## config.mk

```make
export PLATFORM = sky130hd
export DESIGN_NAME = id_ex_reg
export DESIGN_NICKNAME = d
export VERILOG_FILES = /design/src/rtl/id_ex_reg.sv
export SDC_FILE = /design/constraint.sdc
export NUM_CORES = 1
export LEC_CHECK = 0
export CAP_MARGIN = 40
export CORE_ASPECT_RATIO = 0.5
export CORE_UTILIZATION = 40
export CTS_CLUSTER_DIAMETER = 60
export CTS_CLUSTER_SIZE = 25
export DETAILED_ROUTE_END_ITERATION = 6
export PLACE_DENSITY_LB_ADDON = 0.05
export SLEW_MARGIN = 20
export SYNTH_ARGS = -nofsm -noshare
export SYNTH_HDL_FRONTEND = slang
export SYNTH_SLANG_ARGS = --single-unit
```

## constraint.sdc

```tcl
create_clock -name clk -period 0.8 [get_ports clk]
set_input_delay 0.16 -clock clk [delete_from_list [all_inputs] [get_ports clk]]
set_output_delay 0.16 -clock clk [all_outputs]
set_load 0.03 [all_outputs]
```

## src/rtl/id_ex_reg.sv

```systemverilog
// ID/EX pipeline register: decode control + operands to execute, with hazard-unit stall/flush.
// Latency 1 cycle, no combinational in->out path; stall holds, flush (wins over stall) loads a NOP bubble.
// Optional ID_EX_BUBBLE_CNT_EN adds the bubble_cnt output counting inserted bubbles.
module id_ex_reg #(
   parameter int XLEN = 32,
   parameter int REGW = 5,
   parameter int CNTW = 32
) (
   input  logic            clk,
   input  logic            rst_n,
   input  logic            stall_e,
   input  logic            flush_e,
   input  logic            valid_d,
   input  logic            regwrite_d,
   input  logic [1:0]      resultsrc_d,
   input  logic            memwrite_d,
   input  logic            jump_d,
   input  logic            branch_d,
   input  logic [3:0]      alucontrol_d,
   input  logic            alusrc_d,
   input  logic [XLEN-1:0] rd1_d,
   input  logic [XLEN-1:0] rd2_d,
   input  logic [XLEN-1:0] pc_d,
   input  logic [XLEN-1:0] pcplus4_d,
   input  logic [XLEN-1:0] immext_d,
   input  logic [REGW-1:0] rs1_d,
   input  logic [REGW-1:0] rs2_d,
   input  logic [REGW-1:0] rd_d,
   output logic            valid_e,
   output logic            regwrite_e,
   output logic [1:0]      resultsrc_e,
   output logic            memwrite_e,
   output logic            jump_e,
   output logic            branch_e,
   output logic [3:0]      alucontrol_e,
   output logic            alusrc_e,
   output logic [XLEN-1:0] rd1_e,
   output logic [XLEN-1:0] rd2_e,
   output logic [XLEN-1:0] pc_e,
   output logic [XLEN-1:0] pcplus4_e,
   output logic [XLEN-1:0] immext_e,
   output logic [REGW-1:0] rs1_e,
   output logic [REGW-1:0] rs2_e,
`ifdef ID_EX_BUBBLE_CNT_EN
   output logic [REGW-1:0] rd_e,
   output logic [CNTW-1:0] bubble_cnt
`else
   output logic [REGW-1:0] rd_e
`endif
);

   typedef struct packed {
      logic            valid;
      logic            regwrite;
      logic [1:0]      resultsrc;
      logic            memwrite;
      logic            jump;
      logic            branch;
      logic [3:0]      alucontrol;
      logic            alusrc;
   } ctrl_t;

   typedef struct packed {
      logic [XLEN-1:0] rd1;
      logic [XLEN-1:0] rd2;
      logic [XLEN-1:0] pc;
      logic [XLEN-1:0] pcplus4;
      logic [XLEN-1:0] immext;
      logic [REGW-1:0] rs1;
      logic [REGW-1:0] rs2;
      logic [REGW-1:0] rd;
   } data_t;

   ctrl_t ctrl_q, ctrl_nxt;
   data_t data_q, data_nxt;

   // An invalid slot still carries its data, but every side-effecting control is killed.
   always_comb begin
      ctrl_nxt            = '0;
      ctrl_nxt.valid      = valid_d;
      ctrl_nxt.regwrite   = regwrite_d & valid_d;
      ctrl_nxt.resultsrc  = resultsrc_d;
      ctrl_nxt.memwrite   = memwrite_d & valid_d;
      ctrl_nxt.jump       = jump_d & valid_d;
      ctrl_nxt.branch     = branch_d & valid_d;
      ctrl_nxt.alucontrol = alucontrol_d;
      ctrl_nxt.alusrc     = alusrc_d;
   end

   always_comb begin
      data_nxt         = '0;
      data_nxt.rd1     = rd1_d;
      data_nxt.rd2     = rd2_d;
      data_nxt.pc      = pc_d;
      data_nxt.pcplus4 = pcplus4_d;
      data_nxt.immext  = immext_d;
      data_nxt.rs1     = rs1_d;
      data_nxt.rs2     = rs2_d;
      data_nxt.rd      = rd_d;
   end

   always_ff @(posedge clk or negedge rst_n) begin
      if (!rst_n) begin
         ctrl_q <= '0;
         data_q <= '0;
      end else if (flush_e) begin
         ctrl_q <= '0;
         data_q <= '0;
      end else if (!stall_e) begin
         ctrl_q <= ctrl_nxt;
         data_q <= data_nxt;
      end
   end

`ifdef ID_EX_BUBBLE_CNT_EN
   logic bubble_ev;

   // Counts flushes plus loads of empty decode slots; stalls insert nothing new.
   assign bubble_ev = flush_e | (~stall_e & ~valid_d);

   always_ff @(posedge clk or negedge rst_n) begin
      if (!rst_n) begin
         bubble_cnt <= '0;
      end else if (bubble_ev) begin
         bubble_cnt <= bubble_cnt + {{(CNTW-1){1'b0}}, 1'b1};
      end
   end
`endif

   assign valid_e      = ctrl_q.valid;
   assign regwrite_e   = ctrl_q.regwrite;
   assign resultsrc_e  = ctrl_q.resultsrc;
   assign memwrite_e   = ctrl_q.memwrite;
   assign jump_e       = ctrl_q.jump;
   assign branch_e     = ctrl_q.branch;
   assign alucontrol_e = ctrl_q.alucontrol;
   assign alusrc_e     = ctrl_q.alusrc;
   assign rd1_e        = data_q.rd1;
   assign rd2_e        = data_q.rd2;
   assign pc_e         = data_q.pc;
   assign pcplus4_e    = data_q.pcplus4;
   assign immext_e     = data_q.immext;
   assign rs1_e        = data_q.rs1;
   assign rs2_e        = data_q.rs2;
   assign rd_e         = data_q.rd;

endmodule
```

# Word-level counts from Yosys, hierarchy flattened
# Index checks and enable logic that the tools add are counted.
# word_totals
reg_bits	187
inputBits	191
out_inout_bits	187
# classes
eq_ne	1
n_mux	4
n_bitwise	4
# ops
operator	n
$mux 175	2
$mux 12	2
$and 1x1->1	4
$ne 2x1->1 const B	1

# Depth between registers and ports, before layout
# Gate-level depths: netlist of the first run.
# depth
depth_word	3
ltp_mapped	4
ltp_nobuf	2

# Worst setup path after synthesis of the first run
# No wires, ideal clock.
# synth_path
path_type	input -> register
startpoint	in stall_e
endpoint	reg data_q, in the netlist rd1_e[29]
setup_time_ps	132
arrival_ps	748
path_slack_ps	-80
path_stages	4
path_buffers	2
path_cell_list	buf_4 buf_4 mux2i_1 nor2_1
# synth_via
elab_chain_len	1
# synth_rtl
element	line	text
start, declared	11	input logic stall_e,
$ne 2x1->1 (no source line)	--	
end signal, assigned	111	data_q <= data_nxt;
end, declared	75	data_t data_q, data_nxt;
# No other way between the ends.
# A chain may end at the register's enable or synchronous reset.

# Worst setup path after layout of the first run
# layout_path
startpoint	reg ctrl_q, in the netlist alucontrol_e[0]
endpoint	out alucontrol_e[0]
# layout_lines
element	line	text
start, declared	74	ctrl_t ctrl_q, ctrl_nxt;
start signal, assigned	110	ctrl_q <= ctrl_nxt;
end, declared	35	output logic [3:0] alucontrol_e,
# No word-level cell between the ends.

==> impl_metrics.tcl, run 1 <==
set metrics [dict create \
    status "finished with violations" \
    violations "negative setup slack" \
    r2r_cells 3 \
    cp_cell_sequence "buf_6" \
    worstSetupPathType "flop to output port" \
    drive_gt1_frac 0.3327 \
    synthesis.area_um2 7584 \
    p_total_mw 24.03 \
    insertion_delay_ns 0.42 \
    hp-start "flush_e" \
    final.min_clock_period_ns 1.145 \
    grt.overflow.total 0 \
    reg2reg_from "rd2_e[1]" \
    port_buffers 377 \
    top_usage_layer "met2" \
    hold_path.class "input port to flop" \
    cts_inserted_buffers 17 \
    vias_per_cell 4.618 \
    cts_tree "done" \
    drc 0 \
    worst-path-max-fanout 2 \
    relSlewSlack 0.8051 \
    grt_use_met1 0.2665 \
    slowest_delay_ns 0.42 \
    nets 1230 \
    n_antenna_cell 0 \
    grt_pass1_vias 6158 \
    finalHoldViolCount 0 \
    holdPathEnd "pcplus4_e[10]" \
    cts_root_buf "clkbuf_16" \
    fin_ws_ns -0.3448 \
    hpwl_um 15880 \
    critPathCaptureType "output port" \
    slowest_stage "dfrtp_2" \
    syn_nets 798 \
    crit_family "flip-flops" \
    wl_per_cell_um 16.96 \
    slew_violations 0 \
    p_leak_nw 6.506 \
    yosys_warnings 0 \
    timing.rr.end "rd2_e[1]" \
    grt_pass1_wl_um 33700 \
    detail-route-antenna-nets 0 \
    path_buf_inv 1 \
    grt_use_total 0.2258 \
    drtIter0Drc 136 \
    fmax_ghz 0.8735 \
    rsz0062_at_grt "true" \
    met3_usage 0.08647 \
    grt_max_degree 55 \
    finClkSkew_ns 0 \
    antenna_found_initial 0 \
    power_density_nw_per_um2 1837 \
    clockBufferDepth 2 \
    ys_types 10 \
    rows 35 \
    ys_ff_latch 187 \
    die_x_um 196.7 \
    worstMarginPinSlew_ns 0.2923 \
    grtUsageMet2 0.3887 \
    clkSlewWorstSetupHoldPaths_ns 0.07 \
    gpl.final_weighted_congestion 0.7520 \
    fp.dieH_um 99.36 \
    core_area_um2 18480 \
    finalCritPeriodShare 1.431 \
    finalWirelength_um 22230 \
    area_delta_synth_final_pct 72.56 \
    yosysSeqAreaShare 0.6171 \
    drv_cap 0 \
    num_io_pins 378 \
    die-area_um2 19550 \
    setup_viol 233 \
    initial_utilization 0.4104 \
    start_kind "flop" \
    syn_inst 607 \
    hold_path_depth 3 \
    vias 6054 \
    clock_sinks 187 \
    dr.pass1.iters 4 \
    htreeDepth 4 \
    worstPathArrival_ns 0.98 \
    crit_required_ns 0.64 \
    vdd_ir_drop_max_uv 1660 \
    syn_avg_cell_area_um2 12.49 \
    dp_slack_ns -0.2878 \
    timing.reg2reg.setup_slack_ns -0.07 \
]
-- synthesized netlist by cell type --
| master | instances | area share |
|---|---|---|
| dfrtp_1 | 187 | 0.62 |
| mux2i_1 | 183 | 0.24 |
| nor2_1 | 183 | 0.091 |
| buf_6 | 17 | 0.025 |
| buf_2 | 16 | 0.011 |
| clkbuf_1 | 5 | 0.0025 |
| a21oi_1 | 4 | 0.0026 |
| buf_4 | 4 | 0.0040 |
| nand2_1 | 4 | 0.0020 |
| nand3b_1 | 4 | 0.0040 |
-- what timing repair did --
action / in CTS / in global routing
endpoints found under the hold margin: 187 / 0
resized for setup: 187 / 16
hold buffers: 1 / 0
pin swaps: 0 / 20
setup buffers: 22 / 39
setup endpoints to repair: 187 / 210
-- report_power, final --
group          switching (mW)  total [mW]  leakage (nW)  internal [mW]
Clock                    3.77        8.45         0.294           4.68
Combinational            2.47        5.18          3.80           2.71
Sequential              0.397        10.4          2.41           10.0
Total                    6.64        24.0          6.51           17.4
-- metrics by stage --
step / instances / TNS (ns) / hold slack (ns) / cell area [µm²] / util
after detailed placement: 1227 / -34.92 / 0.04520 / 11340 / 0.6137
after floorplan: 607 / -0.007514 / -0.1356 / 7747 / -
final: 1311 / -60.75 / 0.1918 / 13090 / 0.7081
after global placement: 1227 / -32.26 / 0.05082 / 11340 / 0.6137
after global routing: 1311 / -70.93 / 0.2036 / 13090 / 0.7081
after CTS: 1282 / -64.25 / 0.1794 / 12810 / 0.6931
-- state kept, by name, indices dropped and copies added, names as in the netlist, 2 cells and up --
register,flops
alucontrol_e,4
immext_e,32
pc_e,32
pcplus4_e,32
rd1_e,32
rd2_e,32
rd_e,5
resultsrc_e,2
rs1_e,5
rs2_e,5
-- cell usage in the layout, fill, tap and decap left out, drive strengths merged --
cell type      instances
nand2                  4
clkbuf                21
dlygate4sd3            1
inv                    3
bufinv                 1
a21oi                  4
mux2i                183
nor2                 183
dfrtp                187
buf                  267
nand3b                 4
clkinv                 7
clkdlybuf4s50        187
-- per-layer routing --
metal	wire length (µm)	vias to the layer above	share of wire
met5	0	-	0
met4	333	0	0.015
met3	1761	19	0.079
met2	11260	175	0.51
met1	8879	2988	0.40
li1	-	2872	-
-- how the worst max path moves through the flow --
| stage | start | to | slack (ns) | depth (start not counted) |
|---|---|---|---|---|
| 5_1_grt | pcplus4_e[10] | pcplus4_e[10] | -0.39 | 1 |
| 3_5_place_dp | valid_d | branch_e | -0.29 | 3 |
| 2_1_floorplan | rd1_e[29] | rd1_e[29] | -0.008 | 2 |
| 3_3_place_gp | valid_d | regwrite_e | -0.26 | 3 |
| 4_1_cts | alucontrol_e[0] | alucontrol_e[0] | -0.37 | 1 |
| 6_report | alucontrol_e[0] | alucontrol_e[0] | -0.34 | 1 |
-- cells by family after synthesis --
kind of cell	Yosys count	synth area share
flops	187	0.6171
buf+inv	42	0.04224
simple gates	191	0.09652
mux	183	0.2415
compound gates	4	0.002640
-- area by class of cell --
cell class,count,area (µm²)
timing repair buffer,455,4840
multi-input combinational,378,2591
clock buffer,21,480.5
fill,1368,5394
tap,259,324.1
sequential,187,4741
clock inverter,11,110.1
No activity file was read; power rests on OpenSTA's default activity.
==> run 2, diff against run 1 <==
Settings changed: CAP_MARGIN 40 to 20.
==> results of run 2 <==
Final layout, timing and power as in run 1 (identical DEF).
